**src/rtl/ram8_pkg.sv**
```systemverilog
// rtl/ram8_pkg.sv - shared sizing constants for the 8-word register RAM
package ram8_pkg;

    localparam int DEFAULT_WIDTH = 16;
    localparam int DEPTH         = 8;
    localparam int ADDR_W        = 3;

endpackage

```
**src/rtl/word_reg.sv**
```systemverilog
// rtl/word_reg.sv - one memory word: W-bit register with load enable
//   clock   : rising-edge clock
//   reset_n : asynchronous active-low reset, clears q to 0
//   load    : capture d on the next rising edge
//   d / q   : data in / stored word
module word_reg #(
    parameter int W = 16
) (
    input  logic         clock,
    input  logic         reset_n,
    input  logic         load,
    input  logic [W-1:0] d,
    output logic [W-1:0] q
);

    always_ff @(posedge clock or negedge reset_n) begin
        if (!reset_n) begin
            q <= '0;
        end else if (load) begin
            q <= d;
        end
    end

endmodule

```
**src/rtl/ram8_port.sv**
```systemverilog
// rtl/ram8_port.sv - 8-word register RAM, free write port, ready/valid read port
//   clock, reset_n               : clock and asynchronous active-low reset
//   write_en/write_addr/write_data : write port, never stalled
//   req_valid/req_addr/req_ready : read request handshake
//   rsp_valid/rsp_data/rsp_ready : registered read response, one-entry stage
module ram8_port
    import ram8_pkg::*;
#(
    parameter int WIDTH = DEFAULT_WIDTH,
    parameter int DEPTH = ram8_pkg::DEPTH
) (
    input  logic              clock,
    input  logic              reset_n,
    input  logic              write_en,
    input  logic [ADDR_W-1:0] write_addr,
    input  logic [WIDTH-1:0]  write_data,
    input  logic              req_valid,
    input  logic [ADDR_W-1:0] req_addr,
    output logic              req_ready,
    output logic              rsp_valid,
    output logic [WIDTH-1:0]  rsp_data,
    input  logic              rsp_ready
);

    logic [WIDTH-1:0] mem_q [DEPTH];
    logic             accept;
    logic             fwd;
    logic [WIDTH-1:0] rd_word;

    for (genvar i = 0; i < DEPTH; i++) begin : g_word
        word_reg #(
            .W (WIDTH)
        ) u_word (
            .clock   (clock),
            .reset_n (reset_n),
            .load    (write_en && (write_addr == ADDR_W'(i))),
            .d       (write_data),
            .q       (mem_q[i])
        );
    end

    // The response slot frees up in the same cycle the consumer takes it.
    assign req_ready = !rsp_valid || rsp_ready;
    assign accept    = req_valid && req_ready;

    // A write landing on the requested word at the accepting edge wins, so the
    // response reflects the memory state after that edge.
    assign fwd     = write_en && (write_addr == req_addr);
    assign rd_word = fwd ? write_data : mem_q[req_addr];

    // rsp_data is only loaded on accept, so it holds through backpressure and
    // keeps its last value once the response is consumed.
    always_ff @(posedge clock or negedge reset_n) begin
        if (!reset_n) begin
            rsp_valid <= 1'b0;
            rsp_data  <= '0;
        end else if (accept) begin
            rsp_valid <= 1'b1;
            rsp_data  <= rd_word;
        end else if (rsp_ready) begin
            rsp_valid <= 1'b0;
        end
    end

endmodule

```
**config.mk**
```make
export PLATFORM = sky130hd
export DESIGN_NAME = ram8_port
export DESIGN_NICKNAME = d
export VERILOG_FILES = /design/src/rtl/ram8_pkg.sv /design/src/rtl/word_reg.sv /design/src/rtl/ram8_port.sv
export SDC_FILE = /design/constraint.sdc
export NUM_CORES = 1
export LEC_CHECK = 0
export CORE_AREA = 2 2 142 109
export DETAILED_ROUTE_END_ITERATION = 7
export DIE_AREA = 0 0 144 111
export GPL_TIMING_DRIVEN = 0
export PLACE_DENSITY = 0.66
export SYNTH_ARGS = -nofsm -noshare
export SYNTH_HDL_FRONTEND = slang
export SYNTH_SLANG_ARGS = --single-unit
```
**constraint.sdc**
```tcl
create_clock -name clock -period 1.6 [get_ports clock]
set_clock_uncertainty 0.2 [all_clocks]
set_input_delay 0.32 -clock clock [delete_from_list [all_inputs] [get_ports clock]]
set_output_delay 0.32 -clock clock [all_outputs]
set_load 0.03 [all_outputs]
```
======== Yosys cells after proc, flatten, opt, wreduce, memory -nomap -nowiden ========
Cells that the tools add are included.
word-level totals
  output and inout bits ................... 18
  register bits after elaboration ......... 145
  bits of input ports ..................... 27
  logic and storage cells ................. 40
operators by class
  $lt $le $gt $ge ......................... 1
  equality and inequality tests ........... 8
  bitwise operators ....................... 1
  reduce and logical (&&, ||, !) cells .... 14
  muxes and demuxes ....................... 6
operators with widths
  operator                                        count
  binary-select mux 16 bit (select 3 bit)         1
  two-way mux 16 bit                              3
  == test 3 bit (second input constant)           4
  logical AND 1 bit                               10
  == test 3 x 2 -> 1 bit (second input constant)  2
  >= comparator 4 bit (second input constant)     1
  inverter 3 -> 4 bit                             1
  == test 3 x 1 -> 1 bit (second input constant)  1
  == test 3 bit                                   1
  zero test 3 bit                                 1
  two-way mux 1 bit                               2
  nonzero test 2 bit                              1
  zero test 1 bit                                 1
  logical OR 1 bit                                1

======== Longest topological paths before layout ========
Gate-level depths: netlist (run 1).
  depth in word-level cells ............... 5
  gate-level depth with buffers ........... 7
  mapped depth without buffers ............ 4

======== By module ========
A second synthesis (run 1) with hierarchy kept.
unflattened totals
  cell total of the unflattened synthesis .. 420
  area, all modules ....................... 7025.5 µm²
modules (own cells, without submodules)
  module     area each (µm²)  instances  cells an instance  sequential area each (µm²)
  word_reg   649.4            8          34                 400.4
  ram8_port  1830.5           1          148                425.4

======== Least setup slack after synthesis (run 1) ========
No wires, ideal clock.
  path kind ............................... reg-to-reg
  from .................................... register rsp_valid
  to ...................................... register rsp_data[10]
  library setup time ...................... 0.104 ns
  data arrival time ....................... 1.899 ns
  buffers on the path ..................... 3
  period minus slack after synthesis ...... 2.203 ns
  data required time ...................... 1.296 ns
  slack ................................... -0.603 ns
  stages on the path, launching flop included .. 8
  path through ............................ dfrtp_1 -> nand2b_1 -> and2_1 -> clkbuf_1 -> and2_1 -> clkbuf_1 -> buf_2 -> a221oi_1
on the way
  longest elaborated chain between the ends .. 3
ends and longest elaborated chain
  what                      RTL line         text
  start: declaration        ram8_port.sv:20  output logic rsp_valid,
  start signal: assignment  ram8_port.sv:55  rsp_valid <= 1'b0;
  start signal: assignment  ram8_port.sv:58  rsp_valid <= 1'b1;
  start signal: assignment  ram8_port.sv:61  rsp_valid <= 1'b0;
  zero test 1 bit           ram8_port.sv:43  assign req_ready = !rsp_valid || rsp_ready;
  logical OR 1 bit          ram8_port.sv:43
  named net req_ready       ram8_port.sv:19  output logic req_ready,
  logical AND 1 bit         ram8_port.sv:44  assign accept = req_valid && req_ready;
  end signal: assignment    ram8_port.sv:59  rsp_data <= rd_word;
  end: declaration          ram8_port.sv:21  output logic [WIDTH-1:0] rsp_data,
The timed path passes the listed nets, and every way through them passes these cells.
A chain may end at the register's enable or synchronous reset.

======== Worst setup path in the final report (run 1) ========
  from .................................... register g_word[2].u_word.q[14]
  to ...................................... register rsp_data[14]
on the way
  longest elaborated chain between the ends .. 4
ends and longest elaborated chain
  what                                                   RTL line         text
  start: declaration                                     word_reg.sv:13   output logic [W-1:0] q
  start signal: assignment                               word_reg.sv:18   q <= '0;
  start signal: assignment                               word_reg.sv:20   q <= d;
  binary-select mux 16 bit (select 3 bit)                ram8_port.sv:49  assign rd_word = fwd ? write_data : mem_q[req_addr];
  two-way mux 16 bit (implied by the code) (2 in a row)  ram8_port.sv:49
  two-way mux 16 bit                                     ram8_port.sv:49
No other way between the ends. The select of a mux whose other input is x is not followed.

==> run_results.csv, run 1 <==
group,metric,value,unit
outcome,status,"finished, violations left",
outcome,violations,"negative setup slack",
route,drtPass1Iterations,4,
route,ant_nets,0,
clock_network,clockBufferDepth,2,
pwr,power.density,1350,nW/um2
placement,post-place-ws,-0.912,ns
timing,finalHoldViolCount,0,
finish,regArea,3630,um2
finish,nets,560,
clock_network,cts_max_level,4,
placement,portBuffers,37,
timing,worstMarginPinSlew,0.903,ns
clock_network,cts_inserted_buffers,17,
synthesis,synthTopCellsByArea,"dfrtp_1 (56%), mux2_2 (16%), mux4_2 (8.4%)",
synthesis,syn_area_per_cell,14.1,um2
synthesis,netlist.area_leader.share,56.1,%
route,vias,4131,
synthesis,synth.cell_area,6460,um2
synthesis,synth_cell_types,26,
synthesis,yosysWarnings,0,
floorplan,die_w,144,um
timing,setup_violations,16,
global_route,grt_pass1_wl,26.3,mm
global_route,grt_use_total,22.2,%
pwr,power.total,11.0,mW
synthesis,ys_seq_elements,145,
hold_path,hp-class,"in2reg",
timing,slew_viol_final,0,
clock_network,cts_tree,"yes",
clock_network,insertion_delay,0.42,ns
timing,layout_min_cycle_time,1.77,ns
route,viasPerCell,5.52,
floorplan,die_h,111,um
route,routed_wl,16.0,mm
setup_path,required,1.70,ns
timing,setup_tns,-1.63,ns
clock_network,cts.sinks,145,
timing,fin_hold_ws,0.129,ns
setup_path,critPathCaptureType,"register",
timing,fin_crit_sh,110,%
timing,slew_headroom,39.8,%
global_route,grt_pass1_vias,4486,
timing,max_freq,566,MHz
floorplan,coreArea,14800,um2
floorplan,die-area,16000,um2
setup_path,path_max_fanout,2,
timing,rsz0062_at_grt,"true",
pwr,p_leak,3.66,nW
synthesis,syn_nets,486,
synthesis,ys_async_sr_fraction,100,%
floorplan,io_pins,45,
finish,antenna-diode-count,0,
synthesis,yosysSeqAreaShare,56.1,%
floorplan,num_rows,39,
global_route,grt_max_degree,82,
finish,final_layout_size_suffix_gt1_share,41.6,%
floorplan,start_util,43.7,%
global_route,grt-ovfl-total,0,
synthesis,synth_edf_count,0,
clock_network,cts.reportedPaths.clkPinSlew,0.06,ns
placement,place.gp.congestion,0.800,
finish,final_cells,748,
clock_network,cts_root_buf,"clkbuf_16",
synthesis,synth_largest_area_cell,"dfrtp_1",
finish,nFillCells,1189,
timing,worst_slack,-0.167,ns
setup_path,crit_type,"reg2reg",
setup_path,cp-start-kind,"register",
synthesis,synth_cells,459,
flow_run,cap_violations,0,
placement,dp_cells,702,
finish,multi_input_area,2940,um2
synthesis,ys.flop_type,"dfrtp_1",
finish,area_growth_syn_to_layout,26.8,%
setup_path,worstPathArrival,1.87,ns
route,routedWlPerCell,21.4,um
pwr,ir_drop,0.548,mV
route,drc,0,
placement,hpwl,9.74,mm
global_route,antenna_found_initial,0,
route,drt-initial-drc-count,229,
## worst max-delay path: stages (launching register included)
cell	delay (ns)
dfrtp_1	0.38
mux4_2	0.47
mux2_4	0.28
a221o_1	0.32
## registers in the layout, indices dropped and copies added (netlist names)
name	cells
g_word.u_word.q	128
rsp_data	16
rsp_valid	1
## placed cells by master (no fill, tap or decap), types with 2 or more instances in the layout
cell type / n
clkbuf_8: 4
xnor2_1: 3
clkinv_2: 3
clkbuf_4: 2
buf_4: 20
a221o_1: 5
nand4b_1: 3
buf_6: 7
clkbuf_16: 19
mux2_4: 57
nor3_4: 2
buf_2: 20
mux2i_1: 11
o21ai_0: 44
mux4_2: 31
bufinv_16: 2
nor2b_1: 6
dfrtp_1: 144
nand2b_4: 2
nor2_1: 11
inv_1: 11
mux2_2: 32
clkbuf_1: 11
buf_12: 4
a221oi_2: 10
nor3b_4: 2
clkdlybuf4s50_1: 17
buf_8: 2
nand2_1: 44
## per-stage QoR
stage / utilization, % / instance area, um2
2_1_floorplan: - / 6800
3_3_place_gp: 50.2 / 7420
3_5_place_dp: 50.4 / 7450
4_1_cts: 55.0 / 8130
5_1_grt: 55.4 / 8200
6_report: 55.4 / 8200
## synth_stat cells (2+ instances only)
cell type	count
clkbuf_1	13
nor3b_2	2
nor2b_1	6
inv_1	11
nor2_1	11
nand2_1	45
a221o_1	5
buf_2	13
nor3_2	2
o21ai_0	44
mux4_2	24
buf_4	3
nand4b_1	3
nand2b_1	3
and2_1	2
mux4_1	8
mux2_2	89
a221oi_1	11
mux2i_1	11
xnor2_1	3
dfrtp_1	145
## power breakdown
part / internal (mW) / total (mW) / switching [mW]
registers: 4.45 / 4.89 / 0.432
clock network: 2.38 / 3.82 / 1.44
logic: 1.33 / 2.33 / 1.01
total: 8.16 / 11.0 / 2.88
## kinds of logic after synthesis
logic type	synth area share [%]
DFF	56.1
xor gates and xnor gates	0.407
AOI/OAI and AO/OA	5.67
buffers and inverters	3.29
and+or+nand+nor	5.65
muxes	28.8
## worst paths after layout
path,start,to,slack (ns),depth (start not counted)
hold reg to reg,g_word[6].u_word.q[10],g_word[6].u_word.q[10],0.28,2
max in group asynchronous,reset_n,rsp_valid,0.23,3
setup reg to reg,g_word[2].u_word.q[14],rsp_data[14],-0.17,3
min in group asynchronous,reset_n,g_word[2].u_word.q[10],0.22,2
hold / removal,rsp_ready,rsp_valid,0.13,3
setup / recovery,g_word[2].u_word.q[14],rsp_data[14],-0.17,3
## layout make-up
class	count	area share, %
Buffer	30	3.36
Multi-Input combinational cell	271	35.9
Sequential cell	145	44.3
Inverter	11	0.504
Clock buffer	23	5.83
Tap cell	205	3.13
Timing Repair Buffer	57	6.01
Clock inverter	6	1.01
## what timing repair did
item | CTS | global route
gates resized for setup | 117 | 9
pin swaps | 7 | 2
endpoints found under the hold margin | 64 | 0
setup endpoints to repair | 95 | 83
cloned | 0 | 1
buffers inserted | 14 | 3
hold buffers | 1 | 0
## routing by layer
metal	track usage (%)	vias up	routed length [um]
li1	-	1827	-
met1	32.3	2186	7320
met2	33.7	96	7690
met3	5.49	22	763
met4	5.95	0	215
met5	0	-	0
No activity file was read; power rests on OpenSTA's default activity.
==> inputs of run 2 (changes only) <==
==> constraint.sdc (replaced) <==
create_clock -name clock -period 1.4 [get_ports clock]
set_clock_uncertainty 0.2 [all_clocks]
set_input_delay 0.28 -clock clock [delete_from_list [all_inputs] [get_ports clock]]
set_output_delay 0.28 -clock clock [all_outputs]
set_load 0.03 [all_outputs]
==> run 2 against run 1 <==
  * Combinational power is 38% higher
  * Register-to-register slack got worse by 0.19 ns
  * Non-clock buffer count is 25 higher
  * Clock power grew 23%
  * Hold slack worse by 0.46 ns
  * Setup slack worse by 0.19 ns
  * Sequential share of layout area shrank 3.3 points
  * Largest cell class unchanged
  * Count of clock-buffer cells in the layout down 1
  * The run ends with negative hold slack, negative setup slack left
  * Total power rose by 22%
  * Cell count up 3.7%
  * Sequential cell count stayed put
==> run_results.csv, run 2 (synthesis gave the netlist of run 1 again) <==
group,metric,value,unit
floorplan,die-area,16000,um2
setup_path,r2r-start,"g_word[3].u_word.q[3]",
setup_path,cp_top_family,"multiplexers",
clock_network,cts_tree,"yes",
timing,slew_headroom,56.4,%
timing,worstMarginPinSlew,0.654,ns
floorplan,coreArea,14800,um2
setup_path,reg2reg_to,"rsp_data[3]",
placement,hpwl,10.0,mm
setup_path,cp.buffers_inverters,0,
floorplan,num_rows,39,
timing,rsz0062_at_grt,"true",
route,drtPass1Iterations,5,
timing,setup_tns,-5.04,ns
finish,largest_reg_flops,128,
route,vias,4289,
route,ant_nets,0,
timing,layout_min_cycle_time,1.76,ns
pwr,p_leak,3.98,nW
setup_path,required,1.50,ns
clock_network,insertion_delay,0.42,ns
global_route,grt_max_degree,77,
finish,area_growth_syn_to_layout,37.1,%
setup_path,worstPathArrival,1.85,ns
timing,setup_violations,34,
route,drt-initial-drc-count,372,
timing,worst_slack,-0.356,ns
pwr,ir_drop,0.693,mV
setup_path,path_max_fanout,2,
global_route,grt_pass1_vias,4594,
global_route,grt_use_total,22.7,%
global_route,grt-ovfl-total,0,
hold_path,hp-class,"in2async",
finish,final_layout_size_suffix_gt1_share,48.5,%
finish,layout_commonest_cell,"dfrtp_1",
global_route,grt_use_met2,34.1,%
setup_path,critPathMaxStageDelay,0.49,ns
setup_path,critPathSlowestCell,"mux4_2",
pwr,power.density,1530,nW/um2
finish,nets,585,
clock_network,cts_max_level,4,
timing,max_freq,570,MHz
floorplan,die_w,144,um
floorplan,start_util,43.7,%
finish,multi_input_area,3070,um2
setup_path,r2r_setup_slack,-0.36,ns
clock_network,cts.sinks,145,
finish,nFillCells,1103,
clock_network,clockBufferDepth,2,
route,routedWlPerCell,21.7,um
global_route,top_usage_layer,"met2",
route,viasPerCell,5.53,
flow_run,cap_violations,0,
setup_path,crit_chain,"mux4_2 -> mux2_4 -> a221o_1",
outcome,status,"finished, violations left",
outcome,violations,"negative hold slack, negative setup slack",
timing,fin_crit_sh,125,%
finish,antenna-diode-count,0,
placement,dp_cells,702,
setup_path,crit_type,"reg2reg",
setup_path,cp-start-kind,"register",
setup_path,critPathCaptureType,"register",
route,routed_wl,16.8,mm
setup_path,reg2reg_depth,3,
clock_network,cts_root_buf,"clkbuf_16",
pwr,power.total,13.5,mW
clock_network,cts.reportedPaths.clkPinSlew,0.06,ns
timing,fin_hold_ws,-0.333,ns
global_route,grt_use_met1,33.2,%
finish,largest_register,"g_word.u_word.q",
floorplan,io_pins,45,
global_route,met3_usage,4.75,%
finish,regArea,3630,um2
clock_network,cts_inserted_buffers,17,
finish,biggestRegsByFlops,"g_word.u_word.q x128, rsp_data x16, rsp_valid x1",
floorplan,die_h,111,um
finish,final_cells,776,
finish,final_cell_mix,"dfrtp_1 (143), mux2_4 (69), nand2_1 (44)",
global_route,grt_pass1_wl,26.6,mm
global_route,antenna_found_initial,0,
route,drc,0,
placement,portBuffers,37,
timing,slew_viol_final,0,
timing,finalHoldViolCount,69,
finish,final_util,59.9,%
placement,place.gp.congestion,0.769,
-- run 2: cell count changes in the layout (fill, tap and decap cells not counted), moves of 12 or more --
cell	previous run	this run
mux2_4	57	69
buf_6	7	32
o21ai_1	0	33
o21ai_0	44	11
mux2_2	32	20
buf_4	20	36
buf_2	20	2
-- run 2: layer usage --
| layer | wire length [um] | part of all wire [%] |
|---|---|---|
| met4 | 311 | 1.8 |
| met1 | 7750 | 46 |
| met2 | 7990 | 47 |
| met3 | 799 | 4.7 |
| met5 | 0 | 0 |
-- run 2: worst max path at each step --
stage | endpoint | slack, ns | start | depth (start not counted)
final | rsp_data[3] | -0.36 | g_word[3].u_word.q[3] | 3
after detailed placement | g_word[1].u_word.q[9] | -0.87 | write_addr[2] | 5
after CTS | rsp_data[3] | -0.35 | g_word[3].u_word.q[3] | 3
after global routing | rsp_data[14] | -0.39 | g_word[7].u_word.q[14] | 3
after floorplan | rsp_data[11] | -0.45 | req_addr[0] | 5
after global placement | rsp_valid | -6.24 | reset_n | 1
-- run 2: repair_timing --
action                                 4_1_cts  5_1_grt
resized for setup                          164       21
endpoints found under the hold margin       69       69
setup endpoints to repair                   99       57
buffers inserted                            31       11
cloned                                       3        0
pin swaps                                   17        2
-- run 2: where the power goes --
| part | switching (mW) | internal, mW | total, mW | leakage (nW) |
|---|---|---|---|---|
| sequential | 0.532 | 5.09 | 5.62 | 1.76 |
| combinational | 1.26 | 1.94 | 3.21 | 1.91 |
| clock | 1.71 | 2.98 | 4.68 | 0.306 |
-- run 2: layout make-up --
cell class / instances / share of cell area [%]
flip-flops and latches: 145 / 41.0
plain buffers: 29 / 4.51
multi-input cells: 271 / 34.6
clock inverters: 10 / 1.48
well taps: 205 / 2.90
inverters: 11 / 0.466
repair buffers: 83 / 9.56
clock buffers: 22 / 5.47
-- run 2: worst register-to-register path: cells and delay by family (launching register included) --
| kind | cells | cell delay, ns |
|---|---|---|
| flip-flops | 1 | 0.37 |
| multiplexers | 2 | 0.77 |
| AO/OA/AOI/OAI | 1 | 0.29 |
-- run 2: metrics by stage --
step / instance area (um2) / setup slack, ns
final: 8860 / -0.356
after global routing: 8860 / -0.389
after CTS: 8700 / -0.354
after detailed placement: 7660 / -0.869
after global placement: 7630 / -6.24
after floorplan: 7000 / -0.453
==> inputs of run 3 (changes only) <==
--- a/config.mk
+++ b/config.mk
@@ -10,6 +10,7 @@
 export DIE_AREA = 0 0 144 111
 export GPL_TIMING_DRIVEN = 0
 export PLACE_DENSITY = 0.66
+export SLEW_MARGIN = 20
 export SYNTH_ARGS = -nofsm -noshare
 export SYNTH_HDL_FRONTEND = slang
 export SYNTH_SLANG_ARGS = --single-unit
==> run 3 against run 2 <==
  * The flow still finishes with violations (negative hold slack, negative setup slack)
  * Count of clock-buffer cells in the layout is 4 lower
  * Cell count is 1.5% lower
  * Total power is 2.3% lower
  * First-iteration DRC count is 16% lower
  * Register-to-register slack hardly changed
  * Sequential cell count stayed put
  * Fmax hardly changed
  * Die area stayed put
  * Sequential share of layout area is 1.2 points higher
  * Sequential power hardly changed
  * Largest cell class unchanged
==> run_results.csv, run 3 (synthesis gave the netlist of run 1 again) <==
group,metric,value,unit
finish,final_cells,764,
global_route,antenna_found_initial,0,
timing,max_freq,570,MHz
placement,dp_cells,702,
setup_path,critPathCaptureType,"register",
outcome,status,"finished, violations left",
finish,layout_commonest_cell,"dfrtp_1",
placement,portBuffers,37,
floorplan,coreArea,14800,um2
timing,fin_hold_ws,-0.393,ns
pwr,power.total,13.2,mW
setup_path,r2r-start,"g_word[3].u_word.q[3]",
setup_path,required,1.50,ns
setup_path,cp-start-kind,"register",
finish,multi_input_area,3000,um2
clock_network,cts_max_level,4,
timing,slew_headroom,63.9,%
finish,nFillCells,1134,
floorplan,die_h,111,um
route,vias,4208,
clock_network,cts_root_buf,"clkbuf_16",
finish,final_area,8610,um2
setup_path,path_max_fanout,2,
timing,rsz0062_at_grt,"true",
global_route,grt_max_degree,77,
floorplan,die-area,16000,um2
flow_run,cap_violations,0,
timing,slew_viol_final,0,
placement,post-place-ws,-0.900,ns
clock_network,cts_inserted_buffers,17,
outcome,violations,"negative hold slack, negative setup slack",
finish,final_cell_mix,"dfrtp_1 (144), mux2_4 (69), nand2_1 (44)",
finish,antenna-diode-count,0,
route,drc,0,
global_route,grt_pass1_wl,25.8,mm
timing,worst_slack,-0.355,ns
finish,largest_register,"g_word.u_word.q",
hold_path,hp-class,"in2async",
finish,final_util,58.2,%
clock_network,cts_tree,"yes",
pwr,ir_drop,0.594,mV
setup_path,worstPathArrival,1.85,ns
floorplan,die_w,144,um
global_route,grt_pass1_vias,4514,
placement,placed_cell_area,7660,um2
floorplan,num_rows,39,
clock_network,insertion_delay,0.42,ns
setup_path,crit_path_start,"g_word[3].u_word.q[3]",
route,routedWlPerCell,21.0,um
timing,setup_violations,34,
finish,regArea,3630,um2
finish,area_growth_syn_to_layout,33.3,%
clock_network,clockBufferDepth,2,
finish,final_layout_size_suffix_gt1_share,45.8,%
route,drt-initial-drc-count,312,
global_route,grt-ovfl-total,0,
timing,setup_tns,-4.05,ns
clock_network,cts.reportedPaths.clkPinSlew,0.06,ns
finish,largest_reg_flops,128,
global_route,grt_use_total,21.8,%
placement,place.gp.congestion,0.769,
clock_network,cts.sinks,145,
placement,hpwl,10.0,mm
timing,layout_min_cycle_time,1.75,ns
finish,biggestRegsByFlops,"g_word.u_word.q x128, rsp_data x16, rsp_valid x1",
pwr,p_leak,3.87,nW
route,ant_nets,0,
floorplan,start_util,43.7,%
timing,finalHoldViolCount,69,
setup_path,crit_type,"reg2reg",
route,routed_wl,16.0,mm
route,drtPass1Iterations,4,
finish,nets,573,
timing,fin_crit_sh,125,%
timing,worstMarginPinSlew,0.542,ns
floorplan,io_pins,45,
route,viasPerCell,5.51,
pwr,power.density,1530,nW/um2
## run 3: changes by cell type in the layout (fill, tap and decap cells not counted), moves of 2 or more
cell	previous run	this run
buf_6	32	26
nor2_1	1	11
clkinvlp_4	1	3
clkbuf_8	10	7
buf_4	36	32
nor2_4	10	0
buf_16	3	1
## run 3: final timing paths
| kind | end | slack [ns] | cells past startpoint |
|---|---|---|---|
| setup reg to reg | rsp_data[3] | -0.35 | 3 |
| max in group asynchronous | rsp_valid | 0.63 | 2 |
| setup / recovery | rsp_data[3] | -0.35 | 3 |
| hold reg to reg | g_word[7].u_word.q[2] | 0.28 | 2 |
| hold / removal | g_word[0].u_word.q[15] | -0.39 | 1 |
| min in group clock | g_word[7].u_word.q[14] | 0.18 | 4 |
## run 3: area by class of cell
class,instances,share of cell area [%]
Inverter,11,0.479
Clock inverter,14,1.90
Sequential cell,145,42.1
Clock buffer,18,5.10
Tap cell,205,2.98
Multi-Input combinational cell,271,34.8
Buffer,29,4.47
Timing Repair Buffer,71,8.11
## run 3: routing by layer
metal  wire length, um  vias to the layer above  part of all wire [%]  track usage, %
met4               315                        0                   2.0            7.45
met1              7340                     2238                    46            31.3
met2              7600                       90                    47            32.8
li1                  -                     1859                     -               -
met3               765                       21                   4.8            4.92
met5                 0                        -                     0               0
## run 3: worst max-delay path: stages (launching register included)
cell,delay [ns]
dfrtp_1,0.38
mux4_2,0.48
mux2_4,0.28
a221o_1,0.30
## run 3: report_power, final
group	internal, mW	switching, mW	total (mW)
Clock	2.84	1.77	4.61
Combinational	1.81	1.17	2.98
Sequential	5.09	0.529	5.62
## run 3: timing repair
action | 4_1_cts | 5_1_grt
endpoints found under the setup margin | 98 | 55
buffers inserted | 25 | 7
hold endpoints to repair | 69 | 69
gates cloned | 0 | 1
gates resized for setup | 142 | 15
pin swaps | 6 | 5
